[config.mk]
export PLATFORM = sky130hd
export DESIGN_NAME = returns_desk_scheduler_flat
export DESIGN_NICKNAME = d
export VERILOG_FILES = /design/src/rtl/returns_desk_scheduler_pkg.sv /design/src/rtl/returns_desk_scheduler_if.sv /design/src/rtl/returns_item_checker.sv /design/src/rtl/returns_desk_scheduler.sv /design/src/flat_wrapper.sv
export SDC_FILE = /design/constraint.sdc
export NUM_CORES = 1
export LEC_CHECK = 0
export ABC_AREA = 0
export CAP_MARGIN = 20
export CELL_PAD_IN_SITES_DETAIL_PLACEMENT = 1
export CELL_PAD_IN_SITES_GLOBAL_PLACEMENT = 2
export CORE_ASPECT_RATIO = 0.5
export CORE_MARGIN = 4
export CORE_UTILIZATION = 29
export DETAILED_ROUTE_END_ITERATION = 8
export PLACE_DENSITY_LB_ADDON = 0.05
export RECOVER_POWER = 100
export SLEW_MARGIN = 25
export SYNTH_ARGS = -nofsm -noshare
export SYNTH_HDL_FRONTEND = slang
export SYNTH_SLANG_ARGS = --single-unit
[constraint.sdc]
create_clock -name clk -period 1.5 [get_ports clk]
set_input_delay 0.15 -clock clk [delete_from_list [all_inputs] [get_ports clk]]
set_output_delay 0.15 -clock clk [all_outputs]
set_load 0.01 [all_outputs]
[src/rtl/returns_desk_scheduler_pkg.sv]
// Shared types and item-evaluation rules for the two-lane returns desk.
package returns_pkg;

   typedef enum logic [1:0] {
      IDLE   = 2'd0,
      CHECK  = 2'd1,
      REPORT = 2'd2,
      ALARM  = 2'd3
   } state_t;

   localparam int UPC_U = 2;
   localparam int UPC_P = 1;
   localparam int UPC_C = 0;

   function automatic logic is_discount(input logic [2:0] upc);
      return upc[UPC_P] | (upc[UPC_U] & upc[UPC_C]);
   endfunction

   function automatic logic is_stolen(input logic [2:0] upc, input logic mark);
      return upc[UPC_U] & ~upc[UPC_C] & ~upc[UPC_P] & ~mark;
   endfunction

endpackage

[src/rtl/returns_desk_scheduler_if.sv]
// Lane request/result bundle between the front end (master) and the scheduler (slave).
interface returns_desk_scheduler_if #(
   parameter int CW = 8
);
   logic [1:0]    req;
   logic [2:0]    upc0;
   logic [2:0]    upc1;
   logic          mark0;
   logic          mark1;
   logic          alarm_ack;
   logic [1:0]    grant;
   logic          res_valid;
   logic          res_lane;
   logic          res_discount;
   logic          res_stolen;
   logic          alarm;
   logic [CW-1:0] cnt_total;
   logic [CW-1:0] cnt_disc;
   logic [CW-1:0] cnt_stolen;

   modport master (
      output req, upc0, upc1, mark0, mark1, alarm_ack,
      input  grant, res_valid, res_lane, res_discount, res_stolen, alarm,
             cnt_total, cnt_disc, cnt_stolen
   );

   modport slave (
      input  req, upc0, upc1, mark0, mark1, alarm_ack,
      output grant, res_valid, res_lane, res_discount, res_stolen, alarm,
             cnt_total, cnt_disc, cnt_stolen
   );
endinterface

[src/rtl/returns_item_checker.sv]
// Combinational discount/stolen evaluation of one captured item.
module returns_item_checker
   import returns_pkg::*;
(
   input  logic [2:0] i_upc,
   input  logic       i_mark,
   output logic       o_discount,
   output logic       o_stolen
);

   assign o_discount = is_discount(i_upc);
   assign o_stolen   = is_stolen(i_upc, i_mark);

endmodule

[src/rtl/returns_desk_scheduler.sv]
// Round-robin arbiter and FSM sharing one item checker between two return lanes,
// with saturating statistics and a stolen-item alarm held until acknowledged.
module returns_desk_scheduler
   import returns_pkg::*;
#(
   parameter int CW       = 8,
   parameter bit ALARM_EN = 1'b1
) (
   input  logic                     clk,
   input  logic                     reset,
   returns_desk_scheduler_if.slave  bus
);

   state_t        r_state;
   logic          r_rr_ptr;
   logic [2:0]    r_upc;
   logic          r_mark;
   logic [1:0]    r_grant;
   logic          r_res_valid;
   logic          r_res_lane;
   logic          r_res_discount;
   logic          r_res_stolen;
   logic          r_alarm;
   logic [CW-1:0] r_cnt_total;
   logic [CW-1:0] r_cnt_disc;
   logic [CW-1:0] r_cnt_stolen;

   logic          w_sel_lane;
   logic [2:0]    w_sel_upc;
   logic          w_sel_mark;
   logic          w_discount;
   logic          w_stolen;

   // Lane choice: a lone requester wins outright, a tie goes to the round-robin pointer.
   always_comb begin
      w_sel_lane = r_rr_ptr;
      case (bus.req)
         2'b01:   w_sel_lane = 1'b0;
         2'b10:   w_sel_lane = 1'b1;
         2'b11:   w_sel_lane = r_rr_ptr;
         default: w_sel_lane = r_rr_ptr;
      endcase
   end

   assign w_sel_upc  = w_sel_lane ? bus.upc1  : bus.upc0;
   assign w_sel_mark = w_sel_lane ? bus.mark1 : bus.mark0;

   returns_item_checker u_checker (
      .i_upc      (r_upc),
      .i_mark     (r_mark),
      .o_discount (w_discount),
      .o_stolen   (w_stolen)
   );

   // Scheduler FSM, capture registers, result registers and saturating counters.
   always_ff @(posedge clk) begin
      if (reset) begin
         r_state        <= IDLE;
         r_rr_ptr       <= 1'b0;
         r_upc          <= 3'b000;
         r_mark         <= 1'b0;
         r_grant        <= 2'b00;
         r_res_valid    <= 1'b0;
         r_res_lane     <= 1'b0;
         r_res_discount <= 1'b0;
         r_res_stolen   <= 1'b0;
         r_alarm        <= 1'b0;
         r_cnt_total    <= '0;
         r_cnt_disc     <= '0;
         r_cnt_stolen   <= '0;
      end else begin
         r_grant     <= 2'b00;
         r_res_valid <= 1'b0;
         case (r_state)
            IDLE: begin
               if (bus.req != 2'b00) begin
                  r_upc      <= w_sel_upc;
                  r_mark     <= w_sel_mark;
                  r_res_lane <= w_sel_lane;
                  r_grant    <= w_sel_lane ? 2'b10 : 2'b01;
                  r_state    <= CHECK;
               end
            end
            CHECK: begin
               r_rr_ptr       <= ~r_res_lane;
               r_res_discount <= w_discount;
               r_res_stolen   <= w_stolen;
               r_res_valid    <= 1'b1;
               r_state        <= REPORT;
            end
            REPORT: begin
               if (r_cnt_total != {CW{1'b1}})
                  r_cnt_total <= r_cnt_total + CW'(1);
               if (r_res_discount && (r_cnt_disc != {CW{1'b1}}))
                  r_cnt_disc <= r_cnt_disc + CW'(1);
               if (r_res_stolen && (r_cnt_stolen != {CW{1'b1}}))
                  r_cnt_stolen <= r_cnt_stolen + CW'(1);
               if (r_res_stolen && ALARM_EN) begin
                  r_state <= ALARM;
                  r_alarm <= 1'b1;
               end else begin
                  r_state <= IDLE;
               end
            end
            ALARM: begin
               if (bus.alarm_ack) begin
                  r_state <= IDLE;
                  r_alarm <= 1'b0;
               end
            end
            default: begin
               r_state <= IDLE;
               r_alarm <= 1'b0;
            end
         endcase
      end
   end

   assign bus.grant        = r_grant;
   assign bus.res_valid    = r_res_valid;
   assign bus.res_lane     = r_res_lane;
   assign bus.res_discount = r_res_discount;
   assign bus.res_stolen   = r_res_stolen;
   assign bus.alarm        = r_alarm;
   assign bus.cnt_total    = r_cnt_total;
   assign bus.cnt_disc     = r_cnt_disc;
   assign bus.cnt_stolen   = r_cnt_stolen;

endmodule

[src/flat_wrapper.sv]
// flat-port wrapper written by rule: the top's interface ports become plain ports
module returns_desk_scheduler_flat import returns_pkg::*;
#(
   parameter int CW       = 8,
   parameter bit ALARM_EN = 1'b1
)
  (clk, reset, bus_req, bus_upc0, bus_upc1, bus_mark0, bus_mark1, bus_alarm_ack, bus_grant, bus_res_valid, bus_res_lane, bus_res_discount, bus_res_stolen, bus_alarm, bus_cnt_total, bus_cnt_disc, bus_cnt_stolen);
  returns_desk_scheduler_if #(.CW(CW)) bus_i ();
  input  logic clk;
  input  logic reset;
  input wire logic [$bits(bus_i.req)-1:0] bus_req;
  input wire logic [$bits(bus_i.upc0)-1:0] bus_upc0;
  input wire logic [$bits(bus_i.upc1)-1:0] bus_upc1;
  input wire logic [$bits(bus_i.mark0)-1:0] bus_mark0;
  input wire logic [$bits(bus_i.mark1)-1:0] bus_mark1;
  input wire logic [$bits(bus_i.alarm_ack)-1:0] bus_alarm_ack;
  output wire logic [$bits(bus_i.grant)-1:0] bus_grant;
  output wire logic [$bits(bus_i.res_valid)-1:0] bus_res_valid;
  output wire logic [$bits(bus_i.res_lane)-1:0] bus_res_lane;
  output wire logic [$bits(bus_i.res_discount)-1:0] bus_res_discount;
  output wire logic [$bits(bus_i.res_stolen)-1:0] bus_res_stolen;
  output wire logic [$bits(bus_i.alarm)-1:0] bus_alarm;
  output wire logic [$bits(bus_i.cnt_total)-1:0] bus_cnt_total;
  output wire logic [$bits(bus_i.cnt_disc)-1:0] bus_cnt_disc;
  output wire logic [$bits(bus_i.cnt_stolen)-1:0] bus_cnt_stolen;
  assign bus_i.req = bus_req;
  assign bus_i.upc0 = bus_upc0;
  assign bus_i.upc1 = bus_upc1;
  assign bus_i.mark0 = bus_mark0;
  assign bus_i.mark1 = bus_mark1;
  assign bus_i.alarm_ack = bus_alarm_ack;
  assign bus_grant = bus_i.grant;
  assign bus_res_valid = bus_i.res_valid;
  assign bus_res_lane = bus_i.res_lane;
  assign bus_res_discount = bus_i.res_discount;
  assign bus_res_stolen = bus_i.res_stolen;
  assign bus_alarm = bus_i.alarm;
  assign bus_cnt_total = bus_i.cnt_total;
  assign bus_cnt_disc = bus_i.cnt_disc;
  assign bus_cnt_stolen = bus_i.cnt_stolen;
  returns_desk_scheduler #(.CW(CW), .ALARM_EN(ALARM_EN)) u_core (.clk(clk), .reset(reset), .bus(bus_i));
endmodule
# --- After elaboration in Yosys (flattened, before gate mapping) ---
# Index checks and enable logic that the tools add are counted.
totals:
  output_inout_bits: 31
  inputBits: 13
  register_bits: 38
  elab_cells: 62
classes:
  eq_ne: 11
  n_addsub: 3
  reduce_logical: 12
  n_mux: 12
  bitwise_logic: 11
ops:
  columns: ["cell", "n"]
  rows:
  - ["adder 8 x 1 -> 8 bit (second input constant)", 3]
  - ["inequality test 8 bit (second input constant)", 3]
  - ["AND reduction 2 bit", 5]
  - ["2-to-1 mux 2 bit", 4]
  - ["one-hot mux 2 bit (4 select lines)", 1]
  - ["== test 2 bit (second input constant)", 3]
  - ["inverter 1 bit", 6]
  - ["AND 1 bit", 4]
  - ["== test 2 x 1 -> 1 bit (second input constant)", 2]
  - ["2-to-1 mux 1 bit", 4]
  - ["inequality test 2 x 1 -> 1 bit (second input constant)", 2]
  - ["one-hot mux 1 bit (2 select lines)", 2]
  - ["nonzero test 2 bit", 2]
  - ["2-to-1 mux 3 bit", 1]
  - ["AND reduction 3 bit", 1]
  - ["OR reduction 3 bit", 1]
  - ["logical AND 1 bit", 2]
  - ["zero test 2 bit", 1]
  - ["inequality test 2 bit (second input constant)", 1]
  - ["bitwise OR 1 bit", 1]

# --- Logic depth before layout (Yosys ltp) ---
depth:
  ltp_word: 4
  depth_mapped: 6
  mapped_depth_nobuf: 5

# --- Cells and area by module ---
# From an unflattened synthesis, not the netlist that was laid out.
hier_totals:
  cells_unflattened: 203
  hier_area_um2: 1861.8
by_module_without_submodules:
  columns: ["mod", "area_each_um2", "seq_area_each_um2", "instances", "cells_each"]
  rows:
  - ["returns_desk_scheduler", 1839.3, 760.7, 1, 201]
  - ["returns_item_checker", 22.5, 0.0, 1, 2]

# --- Worst setup path after synthesis ---
# No wires, ideal clock.
synth_timing:
  kind: "flip-flop to flip-flop"
  start: "register u_core.r_cnt_total[0], in the netlist u_core.bus.cnt_total[0]"
  end: "register u_core.r_cnt_total[1], in the netlist u_core.bus.cnt_total[1]"
  t_required_ps: 1372
  arrival_time_ps: 1306
  path_stages_with_launch: 6
  setup_time_ps: 128
  n_path_buf: 0
  path_slack_ps: 66
  period_less_slack_ps: 1434
  path_cell_list: "dfxtp_1 > ha_1 > nand3_1 > o21ai_0 > mux2i_1 > nor2_1"
synth_between:
  elab_chain_cells: 2
  elab_cells_between_ends: 3
  cone_classes: "1 x add/sub; 1 x eq/ne; 1 x reduce/logical"
synth_lines:
  columns: ["element", "line_no", "rtl"]
  rows:
  - ["start: declaration", "returns_desk_scheduler.sv:24", "logic [CW-1:0] r_cnt_total;"]
  - ["start signal: assignment", "returns_desk_scheduler.sv:93", "r_cnt_total <= r_cnt_total + CW'(1);"]
  - ["parallel branches: the longest is 2 deep, another holds adder 8 x 1 -> 8 bit", null, null]
# Parallel ways; which one is timed is not known.
# A chain may end at the register's enable or synchronous reset.

# --- Worst setup path after layout ---
layout_timing:
  start: "register u_core.r_cnt_total[3], in the netlist u_core.bus.cnt_total[3]"
  end: "output port bus_cnt_total[3]"
layout_rtl:
  columns: ["element", "line_no", "rtl"]
  rows:
  - ["end: declaration", "flat_wrapper.sv:23", "output wire logic [$bits(bus_i.cnt_total)-1:0] bus_cnt_total;"]
# No word-level cell between the ends.

==> impl_metrics.csv <==
group,metric,value,unit
detailed_routing,dr.first_iter.drc_count,66,
job,maxCapViolCount,0,
clock_tree,htreeDepth,2,
detailed_routing,vias,1691,
clock_tree,cts_root_buffer,"clkbuf_16",
synth,syn-num-nets,215,
layout,nNetsFinal,279,
worst_setup_path,cp_cell_sequence,"buf_4 > clkdlybuf4s50_1",
layout,area_growth,45.7,%
clock_tree,clk_path_buf_depth,2,
synth,ys_async_sr_fraction,0,
detailed_routing,first_pass_iters,4,
worst_setup_path,max_stage_delay,0.53,ns
worst_setup_path,cp.required,1.35,ns
global_routing,grt_max_degree,34,
synth,ys_seq_area_frac,0.424,
power,power.density,890,mW/mm²
placed_design,dp_cells,338,
sta,final-setup-viol-count,0,
sta,report.final.slew_viol_count,0,
run_status,status,"complete, no violations",
clock_tree,cts_tree,"done",
placed_design,portBuffers,43,
layout,finalNonFillerCells,345,
clock_tree,cts_setup_buffers,0,
placed_design,hpwl,3420,µm
sta,fin_crit_sh,0.960,
sta,setup_ws,0.0593,ns
sta,max_freq,0.694,GHz
sta,setup_tns,0,ns
floorplan,die_h,63.6,µm
layout,fin_util,0.456,
worst_setup_path,endpoint_kind,"primary output",
power,ir_worst_vdd,429,µV
sta,worstMarginPinSlew,0.462,ns
clock_tree,clock-sinks,38,
clock_tree,path_clk_slew,0.05,ns
worst_setup_path,cp-start-kind,"register",
detailed_routing,drt_wl_total,4640,µm
synth,synthDistinctLibCells,45,
floorplan,io-pin-count,44,
layout,multi_input_area,1000,µm²
worst_setup_path,crit_family,"buffers and inverters",
synth,syn-cell-area,0.00179,mm²
placed_design,pre_cts_ws,-0.323,ns
synth,synth_edf_count,0,
sta,finalCriticalPeriod,1.44,ns
worst_setup_path,cp.arrival,1.29,ns
placed_design,gp_congestion,0.721,
sta,rsz0062_at_grt,"no",
floorplan,coreArea,0.00573,mm²
layout,drive_above_1_share,0.180,
synth,synth-main-ff-cell,"dfxtp_1",
clock_tree,cts_buffers,5,
clock_tree,clock_latency,0.28,ns
detailed_routing,drc_errors,0,
global_routing,grt_overflow,0,
layout,diodes,0,
worst_setup_path,worstPathMaxFanout,6,
detailed_routing,antenna_left,0,
floorplan,dieArea,0.00759,mm²
layout,regArea,771,µm²
layout,num-fill-cells,682,
sta,finalHoldViolations,0,
synth,synth_top_area_cell,"dfxtp_1",
synth,yosysWarnings,0,
global_routing,grt_pass1_vias,1683,
synth,synthCells,197,
floorplan,die_x,119,µm
global_routing,antenna_found_initial,0,
sta,maxSlewHeadroom,0.687,
hold_path,min_path_type,"register to register",
synth,ys_ff_latch,38,
synth,synth_area_leaders,"dfxtp_1, nor2_1, mux2i_1",
floorplan,start_util,0.313,
power,p_leak,1.07,nW
worst_setup_path,path_class,"register to primary output",
worst_setup_path,worst_path_max_delay_cell,"clkdlybuf4s50_1",
global_routing,grt.total_usage,0.127,
detailed_routing,avgRoutedWirePerCell,13.5,µm
sta,finalClockSkew,0.00504,ns
floorplan,num_rows,19,
global_routing,grt_pass1_wl,7860,µm
synth,synth_top_cell_area_share,0.424,
worst_setup_path,crit_buf_inv,2,
placed_design,placed_cell_area,0.00247,mm²
layout,fin_area,0.00262,mm²
detailed_routing,viasPerCell,4.90,
synth,avgSynthCellArea,9.11,µm²
## logic make-up (layout without fill, tap and decap cells)
group                    count (synthesis)  after routing  share of synthesized area
XOR/XNOR                                 4              4                     0.0195
AND/OR/NAND/NOR                         82             82                      0.253
buffers and inverters                   13             77                     0.0307
adder cells (fa/ha/maj)                  5              5                     0.0349
multiplexers                            14             14                     0.0858
AO/OA/AOI/OAI                           41             41                      0.152
flip-flops                              38             38                      0.424
## cells in the mapped netlist, drive strengths merged, types with 2 or more instances
cell type / n
nand2b: 2
nor3: 4
dfxtp: 38
xor2: 4
and4b: 3
a31oi: 3
mux2i: 13
o21ai: 4
nand3: 8
nand4: 7
nand3b: 2
nand2: 8
a311oi: 2
o21bai: 2
nor2b: 4
a211oi: 11
inv: 6
and3: 2
nor2: 34
buf: 4
clkbuf: 3
ha: 5
a21oi: 12
## stage by stage
step | hold slack (ns) | total power [W]
after global routing | 0.514 | 0.00246
final | 0.475 | 0.00233
after CTS | 0.483 | 0.00239
after detailed placement | 0.475 | 0.00137
after floorplan | 0.357 | 0.00124
after global placement | 0.468 | 0.00136
## sequential cells by signal, indices dropped and copies added (netlist names), 2 cells and up
signal / flops
u_core.bus.cnt_stolen: 8
u_core.r_upc: 3
u_core.bus.cnt_disc: 8
u_core.r_state: 2
u_core.bus.cnt_total: 8
u_core.bus.grant: 2
## path summary, 6_finish.rpt
kind | from | to | slack [ns] | depth (start not counted)
setup / recovery | u_core.bus.cnt_total[3] | bus_cnt_total[3] | 0.06 | 2
hold / removal | u_core.bus.res_lane | u_core.r_rr_ptr | 0.48 | 1
setup reg to reg | u_core.r_state[0] | u_core.bus.cnt_total[5] | 0.08 | 4
hold reg to reg | u_core.bus.res_lane | u_core.r_rr_ptr | 0.48 | 1
## timing repair
| action | in CTS | in global routing |
|---|---|---|
| resized for setup | 2 | 16 |
| setup endpoints to repair | 5 | 13 |
| pin swaps | 0 | 4 |
| hold buffers | 0 | 0 |
## layout make-up
cell class,count,share of cell area
Tap cell,84,0.0402
Multi-Input combinational cell,146,0.382
Inverter,6,0.00861
Sequential cell,38,0.295
Clock buffer,7,0.0507
Timing Repair Buffer,64,0.223
## worst register-to-register path: cells and delay by family, from the launching register on
kind	cells	cell delay, ns
AO/OA/AOI/OAI	1	0.16
flip-flops	1	0.31
AND/OR/NAND/NOR	3	0.88
## placed cells by master, fill, tap and decap left out, types with 8 or more instances in the layout
master / Yosys / layout
a211oi_1: 11 / 11
a21oi_1: 12 / 12
buf_4: 1 / 16
clkdlybuf4s50_1: 0 / 31
dfxtp_1: 38 / 30
dfxtp_2: 0 / 8
dlygate4sd3_1: 0 / 9
mux2i_1: 12 / 12
nand2_1: 8 / 8
nand3_1: 8 / 8
nor2_1: 34 / 34
## power by group
| group | internal (W) | switching [W] |
|---|---|---|
| registers | 0.00105 | 0.0000247 |
| logic | 0.000139 | 0.000123 |
| clock network | 0.000608 | 0.000386 |
| total | 0.00179 | 0.000533 |
## routing by layer
| metal | GRT usage | routed length (µm) | vias to the layer above |
|---|---|---|---|
| li1 | - | - | 844 |
| met1 | 0.166 | 2410 | 812 |
| met2 | 0.202 | 2020 | 31 |
| met3 | 0.0420 | 192 | 4 |
| met4 | 0.0303 | 23 | 0 |
| met5 | 0 | 0 | - |
Note: power is estimated with default switching activity, not from simulation.
